===== config.mk =====
export PLATFORM = sky130hd
export DESIGN_NAME = regfile_mp_sb
export DESIGN_NICKNAME = d
export VERILOG_FILES = /design/src/rtl/regfile_mp_pkg.sv /design/src/rtl/regfile_scoreboard.sv /design/src/rtl/regfile_mp_sb.sv
export SDC_FILE = /design/constraint.sdc
export NUM_CORES = 1
export LEC_CHECK = 0
export CAP_MARGIN = 25
export CORE_ASPECT_RATIO = 1.2
export CORE_MARGIN = 3
export CORE_UTILIZATION = 63
export CTS_CLUSTER_DIAMETER = 120
export CTS_CLUSTER_SIZE = 12
export DETAILED_ROUTE_END_ITERATION = 8
export MAX_ROUTING_LAYER = met4
export PLACE_DENSITY = 0.95
export SLEW_MARGIN = 20
export SYNTH_ARGS = -nofsm -noshare
export SYNTH_HDL_FRONTEND = slang
export SYNTH_SLANG_ARGS = --single-unit

===== constraint.sdc =====
create_clock -name clk -period 4.6 [get_ports clk]
set_clock_uncertainty 0.05 [all_clocks]
set_input_delay 0.92 -clock clk [delete_from_list [all_inputs] [get_ports clk]]
set_output_delay 0.92 -clock clk [all_outputs]
set_load 0.01 [all_outputs]

===== src/rtl/regfile_mp_pkg.sv =====
// Shared definitions for the multi-port register file with busy scoreboard.
// Holds the address-width helper, the size defaults and the
// highest-index-wins port selector used by both the write path and the
// optional read bypass (enabled by REGFILE_MP_SB_BYPASS_EN in the top level).
package regfile_mp_pkg;

    localparam int DEPTH_DEF = 8;
    localparam int WIDTH_DEF = 32;

    // Upper bound on write ports handled by the port selector below.
    localparam int MAX_PORTS = 32;

    // Address width for a given register count; never narrower than one bit.
    function automatic int aw_of(input int depth);
        return (depth > 1) ? $clog2(depth) : 1;
    endfunction

    // Index of the highest set bit in a per-port hit vector. Callers only use
    // the result when at least one bit is set.
    function automatic int hi_win(input logic [MAX_PORTS-1:0] hits);
        int w;
        w = 0;
        for (int k = 0; k < MAX_PORTS; k++) begin
            if (hits[k]) w = k;
        end
        return w;
    endfunction

endpackage


===== src/rtl/regfile_scoreboard.sv =====
// Per-register busy bits. A reserve marks a register as awaiting a new
// producer; a write retires the pending producer unless a reserve for the same
// register arrives on the same edge, in which case the register stays busy.
// With ZERO_R0 set, register 0 is never busy.
module regfile_scoreboard
    import regfile_mp_pkg::*;
#(
    parameter  int DEPTH   = DEPTH_DEF,
    parameter  int NW      = 2,
    parameter  int ZERO_R0 = 0,
    localparam int AW      = aw_of(DEPTH)
) (
    input  logic             clk,
    input  logic             cr,
    input  logic [NW-1:0]    we,
    input  logic [NW*AW-1:0] waddr,
    input  logic             rsv_en,
    input  logic [AW-1:0]    rsv_addr,
    output logic [DEPTH-1:0] busy_vec
);

    logic [DEPTH-1:0] busy_q;
    logic [DEPTH-1:0] busy_d;
    logic             wr_hit;

    // Next busy state: reserve beats write, write clears, otherwise hold.
    always_comb begin
        busy_d = busy_q;
        wr_hit = 1'b0;
        for (int i = 0; i < DEPTH; i++) begin
            wr_hit = 1'b0;
            for (int k = 0; k < NW; k++) begin
                if (we[k] && (waddr[k*AW +: AW] == AW'(i))) wr_hit = 1'b1;
            end
            if (rsv_en && (rsv_addr == AW'(i))) begin
                busy_d[i] = 1'b1;
            end else if (wr_hit) begin
                busy_d[i] = 1'b0;
            end
        end
        if (ZERO_R0 != 0) busy_d[0] = 1'b0;
    end

    // Busy state register, cleared asynchronously.
    always_ff @(posedge clk or negedge cr) begin
        if (!cr) begin
            busy_q <= '0;
        end else begin
            busy_q <= busy_d;
        end
    end

    assign busy_vec = busy_q;

endmodule


===== src/rtl/regfile_mp_sb.sv =====
// Parametrised multi-port register file with per-register busy scoreboard.
// Writes land on the rising edge; when several ports hit one address the
// highest-index port wins. Reads are combinational.
// Optional macro REGFILE_MP_SB_BYPASS_EN: forward same-cycle write data (and
// the post-edge busy value) to read ports addressing a register being written.
module regfile_mp_sb
    import regfile_mp_pkg::*;
#(
    parameter  int DEPTH   = DEPTH_DEF,
    parameter  int WIDTH   = WIDTH_DEF,
    parameter  int NW      = 2,
    parameter  int NR      = 2,
    parameter  int ZERO_R0 = 0,
    localparam int AW      = aw_of(DEPTH)
) (
    input  logic                clk,
    input  logic                cr,
    input  logic [NW-1:0]       we,
    input  logic [NW*AW-1:0]    waddr,
    input  logic [NW*WIDTH-1:0] wdata,
    input  logic [NR*AW-1:0]    raddr,
    output logic [NR*WIDTH-1:0] rdata,
    output logic [NR-1:0]       rbusy,
    input  logic                rsv_en,
    input  logic [AW-1:0]       rsv_addr,
    output logic [DEPTH-1:0]    busy_vec
);

    logic [WIDTH-1:0]     mem_q [DEPTH];
    logic [WIDTH-1:0]     mem_d [DEPTH];
    logic [MAX_PORTS-1:0] whits;
    logic [AW-1:0]        ra;
`ifdef REGFILE_MP_SB_BYPASS_EN
    logic [MAX_PORTS-1:0] rhits;
`endif

    regfile_scoreboard #(
        .DEPTH   (DEPTH),
        .NW      (NW),
        .ZERO_R0 (ZERO_R0)
    ) u_scoreboard (
        .clk      (clk),
        .cr       (cr),
        .we       (we),
        .waddr    (waddr),
        .rsv_en   (rsv_en),
        .rsv_addr (rsv_addr),
        .busy_vec (busy_vec)
    );

    // Write decode: each register takes the data of its highest-index writer.
    always_comb begin
        whits = '0;
        for (int i = 0; i < DEPTH; i++) begin
            mem_d[i] = mem_q[i];
            whits    = '0;
            for (int k = 0; k < NW; k++) begin
                whits[k] = we[k] && (waddr[k*AW +: AW] == AW'(i));
            end
            if ((|whits) && !((ZERO_R0 != 0) && (i == 0))) begin
                mem_d[i] = wdata[hi_win(whits)*WIDTH +: WIDTH];
            end
        end
    end

    // Storage array, cleared asynchronously.
    always_ff @(posedge clk or negedge cr) begin
        if (!cr) begin
            for (int i = 0; i < DEPTH; i++) mem_q[i] <= '0;
        end else begin
            for (int i = 0; i < DEPTH; i++) mem_q[i] <= mem_d[i];
        end
    end

    // Read muxes: stored value and busy bit, optionally overridden by bypass.
    always_comb begin
        rdata = '0;
        rbusy = '0;
        ra    = '0;
`ifdef REGFILE_MP_SB_BYPASS_EN
        rhits = '0;
`endif
        for (int j = 0; j < NR; j++) begin
            ra = raddr[j*AW +: AW];
            rdata[j*WIDTH +: WIDTH] = mem_q[ra];
            rbusy[j]                = busy_vec[ra];
            if ((ZERO_R0 != 0) && (ra == '0)) begin
                rdata[j*WIDTH +: WIDTH] = '0;
            end
`ifdef REGFILE_MP_SB_BYPASS_EN
            rhits = '0;
            for (int k = 0; k < NW; k++) begin
                rhits[k] = we[k] && (waddr[k*AW +: AW] == ra);
            end
            if ((|rhits) && !((ZERO_R0 != 0) && (ra == '0))) begin
                rdata[j*WIDTH +: WIDTH] = wdata[hi_win(rhits)*WIDTH +: WIDTH];
                rbusy[j]                = rsv_en && (rsv_addr == ra);
            end
`endif
        end
    end

endmodule


Word-level counts from Yosys, hierarchy flattened --
Cells that the tools add are included.
Word-level totals: output and inout port bits 74, register bits 264, bits of input ports 84
Cells by class: bitwise logic cells 2, eq/ne operators 21, multiplexer cells 58, shift-type cells 8, magnitude comparators 4, reduce and logical (&&, ||, !) cells 43
Operators with widths (count):
- variable part select 64 x 32 -> 32 bit | 8
- two-way mux 27 bit | 8
- binary-select mux 32 bit (select 3 bit) | 2
- two-way mux 32 bit | 4
- two-way mux 1 bit | 42
- equality test 3 bit, second input constant | 12
- logical AND 1 bit | 24
- equality test 3 x 2 -> 1 bit, second input constant | 6
- nonzero test 2 bit | 8
- OR reduction 2 bit | 8
- equality test 3 x 1 -> 1 bit, second input constant | 3
- logical NOT 3 bit | 3
- >= comparator 4 bit, second input constant | 2
- less-than comparator 3 x 4 -> 1 bit, second input constant | 2
- NOT 3 -> 4 bit | 2
- binary-select mux 1 bit (select 3 bit) | 2

Depth between registers and ports, before layout --
depth after elaboration 6, mapped depth 5, gate-level depth less buffers 3

Cells and area by module --
Synthesis repeated with hierarchy kept, for this count alone.
Second synthesis, totals: cell total of the unflattened synthesis 1464, area, all modules 16632.2 sq um
By module, submodules not included:
- regfile_mp_sb | area each 16164.3 sq um, sequential area each 6406.1 sq um, cells each 1426, instances 1
- regfile_scoreboard | area each 467.9 sq um, sequential area each 200.2 sq um, cells each 38, instances 1

Worst setup path before layout --
Ideal clock, no wire load.
kind input -> output, start point input port raddr[4], end point output port rbusy[1], arrival 2.048 ns, buffers on the path 2, slack 1.582 ns, data required time 3.630 ns, stages 4, cell sequence clkbuf_1 buf_2 mux4_2 mux2_2
Between the ends: longest elaborated chain between the ends 2
Ends and longest elaborated chain:
- start: declaration | line regfile_mp_sb.sv:21 | input logic [NR*AW-1:0] raddr,
- binary-select mux 1 bit (select 3 bit) | line regfile_mp_sb.sv:86 | rbusy[j] = busy_vec[ra];
- two-way mux 1 bit (implied by the code) | line regfile_mp_sb.sv:86
- end: declaration | line regfile_mp_sb.sv:23 | output logic [NR-1:0] rbusy,
No other way between the ends. The select of a mux whose other input is x is not followed.

Final worst setup path --
start point input port raddr[0], end point output port rdata[30]
Between the ends: longest elaborated chain between the ends 4
Ends and longest elaborated chain:
- NOT 3 -> 4 bit (implied by the code) | line regfile_mp_sb.sv:85 | rdata[j*WIDTH +: WIDTH] = mem_q[ra];
- binary-select mux 32 bit (select 3 bit) | line regfile_mp_sb.sv:85
- two-way mux 32 bit (implied by the code) (2 in a row) | line regfile_mp_sb.sv:85
- end: declaration | line regfile_mp_sb.sv:22 | output logic [NR*WIDTH-1:0] rdata,
No other way between the ends. The select of a mux whose other input is x is not followed.

==> impl_summary.log <==
[metrics] run status: finished clean
[metrics] die width: 153.1 um
[metrics] Layout Area Growth over Synthesis: 13.16%
[metrics] final cycle utilization of the critical path: a little under nine tenths
[metrics] type of element capturing the critical path: output port
[metrics] startpoint types: input port
[metrics] detailed route wirelength on metal3: 5.541 mm
[metrics] Worst EP arrival: 2.95 ns
[metrics] maximum number of pins on one net before global-route repair: 120
[metrics] share of flip-flops with an asynchronous set or reset after synthesis: 100.0%
[metrics] htree depth: 1
[metrics] xor/xnor share of the synthesized area: 0%
[metrics] vias: 13,090
[metrics] vertical die dimension: between 150 and 200 um
[metrics] fraction of final layout cells sized beyond drive strength 1: a little under a fifth
[metrics] placeable core area: 25,540 sq um
[metrics] Synth top area share: between 40% and 50%
[metrics] CTS clk-pin slew, worst paths: roughly 0.060 ns
[metrics] register-to-register setup slack: approximately 3.7 ns
[metrics] Compound-Gate Fraction of Synth Area: under 10%
[metrics] leading cell types by count after synthesis: sky130_fd_sc_hd__dfrtp_1 (264), sky130_fd_sc_hd__mux2i_1 (256), sky130_fd_sc_hd__nand2_1 (130), sky130_fd_sc_hd__a21oi_1 (128), sky130_fd_sc_hd__nor2_1 (128)
[metrics] endpoints failing setup: 0
[metrics] number of different library cells in the post-synthesis netlist: 26
[metrics] cell count of the worst reg-to-reg path: 2
[metrics] routed vias/inst: 7.185
[metrics] # rows: 64
[metrics] residual overflow from global routing: 0
[metrics] slew at the pin closest to its max-slew limit: about 0.98 ns
[metrics] number of nets in the layout: about 1,600
[metrics] post-synthesis instance area: around 16,000 sq um
[metrics] number of global-route vias before repair: 13,810
[metrics] aggregate negative setup slack: 0 ns
[metrics] wire length of the first global-routing pass: 76.56 mm
[metrics] Routed WL: 48.32 mm
[metrics] WL/cell: about 27 um
[metrics] number of flip-flops and latches in the synthesized netlist: between 200 and 300
[metrics] buffers added on ports: between 150 and 200
[metrics] LEAKAGE: between 7 and 8 nW
[metrics] sum of net half-perimeters after detailed placement: 28.67 mm
[metrics] initial core utilization: around 64%
[metrics] most used flip-flop cell after synthesis: sky130_fd_sc_hd__dfrtp_1
[metrics] most frequent cell after synthesis: sky130_fd_sc_hd__dfrtp_1
[metrics] cell taking the most area after synthesis: sky130_fd_sc_hd__dfrtp_1
[metrics] maximum clock frequency: 0.2548 GHz
[metrics] synth top area cells: sky130_fd_sc_hd__dfrtp_1 (40%), sky130_fd_sc_hd__mux4_2 (17%), sky130_fd_sc_hd__mux2i_1 (16%)
[metrics] R2R Path Start: mem_q[39]
[metrics] maximum fanout along the worst path: 13
[metrics] post-CTS setup repair buffer count: 0
[metrics] Yosys Warn Count: 0
[metrics] TritonCTS Buffers: 25
[metrics] simple logic cell fraction of the synthesized area: under 10%
[metrics] Adder-Cell Fraction of Synth Area: 0%
[metrics] Final Hold Viols: 0
[metrics] routed length on met1: about 17 mm
[metrics] Overall Global Routing Usage: a little over a third
[metrics] hold-fix buffer count after cts: 0
[metrics] placer congestion estimate: approximately 0.86
[metrics] Cells after Synth: between 1,000 and 1,500
[metrics] nets in the synthesized netlist: roughly 1,500
[metrics] class of the worst hold path: in2async
[metrics] Clock Latency Late Sink: about 0.53 ns
[metrics] number of flops mapped to enable cells by yosys: 0
[metrics] Clock Tree Root: sky130_fd_sc_hd__clkbuf_16
[metrics] Final WS setup: slightly below 0.7 ns
[metrics] deepest clock path buffer count: 3
[metrics] total length of routed met2 wires: 23.31 mm
[metrics] maximum vdd drop: 0.2992 mV
[metrics] Die ar.: 27,960 sq um
[metrics] number of antenna-violating nets in the routed design: 0
[metrics] reg-to-reg endpoint: mem_q[39]
[metrics] number of antenna violations at the first check in global routing: 2
[metrics] classification of the worst setup path: in2out
[metrics] CTS tree: done
[metrics] Maximum Capacitance Violations: 0
[metrics] time the final worst path needs with I/O delays and setup: 3.925 ns
[metrics] multiplexer share of the synthesized area: ~39%
[metrics] post-synthesis sequential area ratio: approximately 40%
[metrics] pre-CTS WS: about 0.72 ns
[metrics] mean instance size in the synthesized netlist: about 11 sq um
[metrics] max-slew violation count: 0
[metrics] tightest slew margin relative to the limit: 34.88%
[metrics] Ports: 158
[metrics] worst endpoint required time: around 3.6 ns
[metrics] PostCTS Resize Cnt: 0
[metrics] Pwr Total: between 7 and 8 mW
[metrics] Cell Pwr Density: ~400 nW/um^2
[metrics] Num Clock Sinks: ~260
[metrics] unrepaired setup endpoints after global routing: no
[metrics] starting DRC count in detailed routing: roughly 1,800
[metrics] DRC violations left: 0
[metrics] post-route core utilization: around 73%
[metrics] number of optimization iterations in the first detailed-route pass: 8
[metrics] highest routed metal layer: met4
[metrics] largest family of logic cells by synthesized area: multiplexers
[report_power, final]
| part | switching (mW) | leakage, nW | internal (mW) |
|---|---|---|---|
| clock | 0.854 | 0.313 | 0.957 |
| sequential | 0.436 | 3.11 | 2.84 |
| combinational | 0.975 | 4.36 | 1.34 |
[through the flow]
step           hold slack, ns  cells  cell area (sq um)
6_report               0.4219   1822              18520
5_1_grt                0.5114   1822              18520
4_1_cts                0.5006   1820              18520
3_5_place_dp           0.5124   1794              17880
3_3_place_gp           0.4927   1793              17870
2_1_floorplan          0.4740   1454              16370
[final cells by class]
type | instances | area, sq um
Sequential cell | 264 | 6606
Multi-Input combinational cell | 1001 | 8851
Tap cell | 330 | 412.9
Clock inverter | 1 | 8.758
Antenna cell | 2 | 5.005
Timing Repair Buffer | 197 | 2006
Inverter | 2 | 7.507
Clock buffer | 25 | 625.6
Fill cell | 1582 | 7022
[layout by cell type, fill, tap and decap left out, drive strengths merged]
cell,n
dfrtp,264
nand3,4
clkbuf,25
nor2,128
nand2b,5
and4bb,6
nand4b,6
nand4,2
buf,47
nand2,130
mux2,66
diode,2
inv,3
mux2i,256
o21ai,132
o32ai,4
nor4b,2
clkdlybuf4s50,150
a21oi,128
mux4,132
[registers in the layout, indices dropped and copies added (netlist names)]
name / flops
u_scoreboard.busy_vec: 8
mem_q: 256
[kinds of logic after synthesis]
group                  Yosys count
AND/OR/NAND/NOR                283
buffers and inverters          189
AO/OA/AOI/OAI                  264
multiplexers                   454
flip-flops                     264
[metal layers]
| metal | vias to the layer above | global-route usage, % |
|---|---|---|
| met4 | 0 | 16.90 |
| met3 | 242 | 6.143 |
| met1 | 6474 | 45.19 |
| met5 | - | - |
| met2 | 1018 | 56.97 |
| li1 | 5357 | - |
[how the worst max path moves through the flow]
stage | slack, ns | endpoint | start
finish | 0.68 | rdata[30] | raddr[0]
global route | 0.63 | rdata[30] | raddr[0]
CTS | 0.70 | rdata[30] | raddr[0]
detailed placement | 0.72 | rdata[29] | raddr[0]
global placement | 0.77 | rbusy[0] | raddr[0]
floorplan | 1.58 | rbusy[1] | raddr[4]
[critical path: stages]
cell	delay [ns]
sky130_fd_sc_hd__buf_4	0.28
sky130_fd_sc_hd__buf_4	0.32
sky130_fd_sc_hd__mux4_1	0.63
sky130_fd_sc_hd__mux2_2	0.31
sky130_fd_sc_hd__clkdlybuf4s50_1	0.48
Power figures use the tool's default switching activity.
